File: src/rtl/serial_adder_pkg.sv
// Shared definitions for the bit-serial adder: FSM state encoding and counter sizing.
package serial_adder_pkg;

    typedef enum logic [1:0] {
        IDLE = 2'd0,
        RUN  = 2'd1,
        DONE = 2'd2
    } state_t;

    // Bit counter must index WIDTH positions but never shrink below one bit.
    function automatic int cnt_width(input int width);
        return (width > 1) ? $clog2(width) : 1;
    endfunction

endpackage

File: src/rtl/serial_adder_if.sv
// Start/done operand and result bundle between a parent and the serial adder.
interface serial_adder_if #(
    parameter int WIDTH = 8
);
    logic             start;
    logic [WIDTH-1:0] a;
    logic [WIDTH-1:0] b;
    logic             cin;
    logic             ready;
    logic             busy;
    logic [WIDTH-1:0] sum;
    logic             cout;
    logic             done;

    modport master (
        output start, a, b, cin,
        input  ready, busy, sum, cout, done
    );

    modport slave (
        input  start, a, b, cin,
        output ready, busy, sum, cout, done
    );
endinterface

File: src/rtl/full_adder.sv
// One-bit combinational full adder cell.
module full_adder (
    input  logic a,
    input  logic b,
    input  logic cin,
    output logic sum,
    output logic cout
);
    assign sum  = a ^ b ^ cin;
    assign cout = (a & b) | (cin & (a ^ b));
endmodule

File: src/rtl/serial_adder.sv
// Bit-serial adder: one full_adder cell and a registered carry produce a + b + cin
// over WIDTH clocks; results are published only when the last bit is done.
module serial_adder
    import serial_adder_pkg::*;
#(
    parameter int WIDTH = 8
) (
    input  logic          clk,
    input  logic          rst,
    serial_adder_if.slave bus
);
    localparam int               CNT_W    = cnt_width(WIDTH);
    localparam logic [CNT_W-1:0] LAST_BIT = CNT_W'(WIDTH - 1);

    state_t           state;
    state_t           state_next;
    logic [WIDTH-1:0] a_sh;
    logic [WIDTH-1:0] b_sh;
    logic [WIDTH-1:0] res_sh;
    logic [WIDTH-1:0] res_next;
    logic [WIDTH-1:0] sum_q;
    logic [CNT_W-1:0] cnt;
    logic             carry;
    logic             cout_q;
    logic             fa_sum;
    logic             fa_cout;
    logic             last_bit;

    full_adder u_fa (
        .a   (a_sh[0]),
        .b   (b_sh[0]),
        .cin (carry),
        .sum (fa_sum),
        .cout(fa_cout)
    );

    assign last_bit = (cnt == LAST_BIT);
    // New sum bit enters at the MSB so that after WIDTH shifts bit 0 sits at the LSB.
    assign res_next = (res_sh >> 1) | (WIDTH'(fa_sum) << (WIDTH - 1));

    always_comb begin
        // NOTE: default assigned first so no path through the case can infer a latch.
        state_next = state;
        case (state)
            IDLE:    if (bus.start) state_next = RUN;
            RUN:     if (last_bit)  state_next = DONE;
            DONE:    state_next = IDLE;
            default: state_next = IDLE;
        endcase
    end

    // NOTE: every register, datapath included, clears on reset so no stale partial result survives.
    always_ff @(posedge clk) begin
        if (rst) begin
            state  <= IDLE;
            a_sh   <= '0;
            b_sh   <= '0;
            res_sh <= '0;
            carry  <= 1'b0;
            cnt    <= '0;
            sum_q  <= '0;
            cout_q <= 1'b0;
        end else begin
            state <= state_next;
            case (state)
                IDLE: begin
                    if (bus.start) begin
                        a_sh  <= bus.a;
                        b_sh  <= bus.b;
                        carry <= bus.cin;
                        cnt   <= '0;
                    end
                end
                RUN: begin
                    a_sh   <= a_sh >> 1;
                    b_sh   <= b_sh >> 1;
                    carry  <= fa_cout;
                    res_sh <= res_next;
                    cnt    <= cnt + CNT_W'(1);
                    if (last_bit) begin
                        sum_q  <= res_next;
                        cout_q <= fa_cout;
                    end
                end
                default: ;
            endcase
        end
    end

    assign bus.ready = (state == IDLE);
    assign bus.busy  = (state != IDLE);
    assign bus.done  = (state == DONE);
    assign bus.sum   = sum_q;
    assign bus.cout  = cout_q;

endmodule

File: src/flat_wrapper.sv
// flat-port wrapper written by rule: the top's interface ports become plain ports
module serial_adder_flat import serial_adder_pkg::*;
#(
    parameter int WIDTH = 8
)
  (clk, rst, bus_start, bus_a, bus_b, bus_cin, bus_ready, bus_busy, bus_sum, bus_cout, bus_done);
  serial_adder_if #(.WIDTH(WIDTH)) bus_i ();
  input  logic clk;
  input  logic rst;
  input wire logic [$bits(bus_i.start)-1:0] bus_start;
  input wire logic [$bits(bus_i.a)-1:0] bus_a;
  input wire logic [$bits(bus_i.b)-1:0] bus_b;
  input wire logic [$bits(bus_i.cin)-1:0] bus_cin;
  output wire logic [$bits(bus_i.ready)-1:0] bus_ready;
  output wire logic [$bits(bus_i.busy)-1:0] bus_busy;
  output wire logic [$bits(bus_i.sum)-1:0] bus_sum;
  output wire logic [$bits(bus_i.cout)-1:0] bus_cout;
  output wire logic [$bits(bus_i.done)-1:0] bus_done;
  assign bus_i.start = bus_start;
  assign bus_i.a = bus_a;
  assign bus_i.b = bus_b;
  assign bus_i.cin = bus_cin;
  assign bus_ready = bus_i.ready;
  assign bus_busy = bus_i.busy;
  assign bus_sum = bus_i.sum;
  assign bus_cout = bus_i.cout;
  assign bus_done = bus_i.done;
  serial_adder #(.WIDTH(WIDTH)) u_core (.clk(clk), .rst(rst), .bus(bus_i));
endmodule
File: config.mk
export PLATFORM = sky130hd
export DESIGN_NAME = serial_adder_flat
export DESIGN_NICKNAME = d
export VERILOG_FILES = /design/src/rtl/serial_adder_pkg.sv /design/src/rtl/serial_adder_if.sv /design/src/rtl/full_adder.sv /design/src/rtl/serial_adder.sv /design/src/flat_wrapper.sv
export SDC_FILE = /design/constraint.sdc
export NUM_CORES = 1
export LEC_CHECK = 0
export ABC_AREA = 1
export CAP_MARGIN = 20
export CORE_ASPECT_RATIO = 1.1
export CORE_UTILIZATION = 58
export CTS_BUF_LIST = sky130_fd_sc_hd__clkbuf_4 sky130_fd_sc_hd__clkbuf_8
export CTS_CLUSTER_DIAMETER = 30
export CTS_CLUSTER_SIZE = 20
export DETAILED_ROUTE_END_ITERATION = 8
export GPL_TIMING_DRIVEN = 0
export PLACE_DENSITY = 0.87
export SYNTH_ARGS = -nofsm -noshare
export SYNTH_HDL_FRONTEND = slang
export SYNTH_SLANG_ARGS = --single-unit
export TNS_END_PERCENT = 10
File: constraint.sdc
create_clock -name clk -period 2.75 [get_ports clk]
set_clock_uncertainty 0.1 [all_clocks]
set_input_delay 0.55 -clock clk [delete_from_list [all_inputs] [get_ports clk]]
set_output_delay 0.55 -clock clk [all_outputs]
set_load 0.02 [all_outputs]
==> impl_metrics.yaml <==
detailed_routing:
  dr_wl_met3_um: 166
  viasPerCell: 4.77
  routed_wirelength_mm: 3.47
  ant_nets: 0
  drt_iter0_drc: 48
  drc_errors: 0
  routed-via-count: 1547
  drt_pass1_iterations: 4
  wl_met2_mm: 1.77
  wl_per_cell_um: 10.7
  dr.max_layer_used: "met4"
  wl_met1_mm: 1.50
critical_path:
  cp-end-kind: "output pin"
  critical_path_arrival_ns: 1.79
  worstPathMaxFanout: 10
  worstSetupStartpointType: "flip-flop"
  worstPathRequired_ns: 2.10
  crit_type: "flip-flop to output pin"
sta:
  hold_viol: 0
  finalSetupTns_ns: 0
  report.final.slew_viol_count: 0
  slew_headroom_pct: 64.7
  finalSetupViolations: 0
  fmax_mhz: 410
  worst_pin_slew_ns: 0.529
  post-route-period-util_pct: 88.7
  grt_setup_unrepaired: "false"
  worst_slack_ns: 0.311
  min_period_ns: 2.44
place:
  dp_hpwl_mm: 2.48
  io_buffers: 31
  gp_congestion: 0.766
  dp_slack_ns: 0.729
  dpl_cell_area_mm2: 0.00208
clock_network:
  post_cts_resized: 0
  post_cts_buffers: 0
  root_buffer: "clkbuf_4"
  hold_buffers: 0
  insertion_delay_ns: 0.35
  clk_pin_slew_worst_paths_ns: 0.11
  cts_sinks: 38
  cts_tree: "done"
  clock_path_buffers: 2
  htreeDepth: 2
  numCtsBuffers: 5
power:
  combPwrFrac_pct: 16.3
  leakage_uw: 0.00103
  peakVddDrop_mv: 0.514
  seqPwrFrac_pct: 54.7
  swShare_pct: 26.5
  p_switching_uw: 286
  powerDensity_mw_per_mm2: 501
  clkPwrFrac_pct: 28.9
  internal-power_uw: 792
global_routing:
  grt_pass1_vias: 1355
  antenna_found_initial: 0
  gr-usage-all-layers_pct: 24.9
  grt_max_degree: 12
  grt_pass1_wl_mm: 5.65
  grt_overflow: 0
synthesis:
  async_flop_share_pct: 0
  synthAdderAreaFrac_pct: 2.60
  syn_nets: 275
  synth_top_area_share_pct: 43.9
  synth_most_common_cell: "nand2_1"
  ys_warn_count: 0
  synth_compound_area_share_pct: 12.2
  yosys-top-cells-count: "76 x nand2_1, 41 x nor2_1, 38 x dfxtp_1, 36 x inv_1, 21 x a21oi_1"
  synth_area_leaders: "dfxtp_1 44%, nand2_1 16%, nor2_1 8.9%"
  synth_edf_count: 0
  synth_cells: 252
  yosysSeqAreaShare_pct: 43.9
  synthSimpleGateAreaFrac_pct: 28.4
  synth_mux_area_share_pct: 0
  synth_top_area_cell: "dfxtp_1"
  synth_area_mm2: 0.00173
  syn_avg_cell_area_um2: 6.88
  synth_top_family_by_area: "simple AND/OR/NAND/NOR gates"
  synthXorXnorAreaFrac_pct: 0
  yosys_register_bits: 38
  synthFlopType: "dfxtp_1"
  synthDistinctLibCells: 20
final_layout:
  n_antenna_cell: 0
  area_delta_synth_final_pct: 24.0
  finish.utilization_pct: 76.7
  fillers: 233
  finalInstanceArea_mm2: 0.00215
  finalNetCount: 313
  post_route_cells_drive_above_1_share_pct: 9.62
die:
  coreArea_mm2: 0.00280
  dieArea_mm2: 0.00321
  start_util_pct: 61.8
  rows: 20
  die_w_um: 54.1
  die-height_um: 59.3
  io_pins: 32
hold_path:
  worstHoldPathType: "flip-flop to flip-flop"
run:
  cap_violations: 0
status:
  outcome: "completed"
final timing paths:
check | start | to | slack, ns | cells past startpoint
setup / recovery | u_core.state[0]$_SDFFE_PP0P_ | bus_done | 0.31 | 4
hold / removal | u_core.cnt[1]$_SDFFE_PP0P_ | u_core.cnt[1]$_SDFFE_PP0P_ | 0.38 | 2
setup reg to reg | u_core.cnt[0]$_SDFFE_PP0P_ | u_core.bus.sum[4]$_SDFFE_PP0P_ | 1.08 | 7
hold reg to reg | u_core.cnt[1]$_SDFFE_PP0P_ | u_core.cnt[1]$_SDFFE_PP0P_ | 0.38 | 2
sequential cells by signal, summed over array words and instances, names as in the netlist:
name             flops
u_core.a_sh          8
u_core.b_sh          8
u_core.bus.sum       8
u_core.res_sh        7
u_core.cnt           3
u_core.state         2
u_core.bus.cout      1
u_core.carry         1
power groups by stage:
stage	combinational, µW	sequential (µW)	clock, µW
finish	176	590	312
floorplan	117	600	0
global route	198	594	346
detailed placement	175	602	0
CTS	176	590	318
global placement	172	601	0
logic make-up (layout without fill, tap and decap cells):
group                      after synthesis  after routing
adders and majority gates                3              3
DFF                                     38             38
buffers and inverters                   49             88
AOI/OAI and AO/OA                       37             37
and+or+nand+nor                        125            125
layout by cell type (no fill, tap or decap):
master / netlist / layout
a21oi_1: 21 / 21
a21oi_2: 4 / 4
buf_1: 1 / 1
buf_2: 2 / 2
buf_4: 2 / 2
buf_6: 4 / 4
clkbuf_1: 1 / 1
clkbuf_4: 0 / 6
clkbuf_8: 0 / 1
clkdlybuf4s50_1: 0 / 31
clkinv_1: 2 / 2
clkinv_2: 0 / 1
dfxtp_1: 38 / 38
fa_1: 1 / 1
ha_1: 2 / 2
inv_1: 36 / 36
inv_2: 1 / 1
nand2_1: 76 / 76
nand2_2: 5 / 5
nand3_1: 2 / 2
nor2_1: 41 / 41
nor2_4: 1 / 1
o21ai_0: 11 / 11
o21ai_4: 1 / 1
critical path, stage by stage (launching register included):
cell and delay, ns:
dfxtp_1 0.34, buf_6 0.14, buf_2 0.18, nor2_1 0.16, clkdlybuf4s50_1 0.62
area by class of cell:
class | count | area, µm² | area share (%)
flip-flops and latches | 38 | 761 | 35.4
multi-input cells | 165 | 748 | 34.8
repair buffers | 31 | 310 | 14.4
inverters | 39 | 146 | 6.81
plain buffers | 10 | 77.6 | 3.61
clock buffers | 7 | 58.8 | 2.74
well taps | 33 | 41.3 | 1.92
clock inverters | 1 | 5.00 | 0.233
stage by stage:
step | hold WS (ns) | total power (µW) | std cells
6_report | 0.375 | 1080 | 324
3_5_place_dp | 0.361 | 778 | 316
5_1_grt | 0.393 | 1140 | 324
3_3_place_gp | 0.352 | 773 | 316
4_1_cts | 0.376 | 1080 | 324
2_1_floorplan | 0.342 | 716 | 252
metal layers:
layer,global-route usage (%),vias up
li1,-,834
met2,42.3,28
met5,0,-
met1,29.7,679
met4,6.59,0
met3,8.46,6
(Power assumes the default switching activity.)
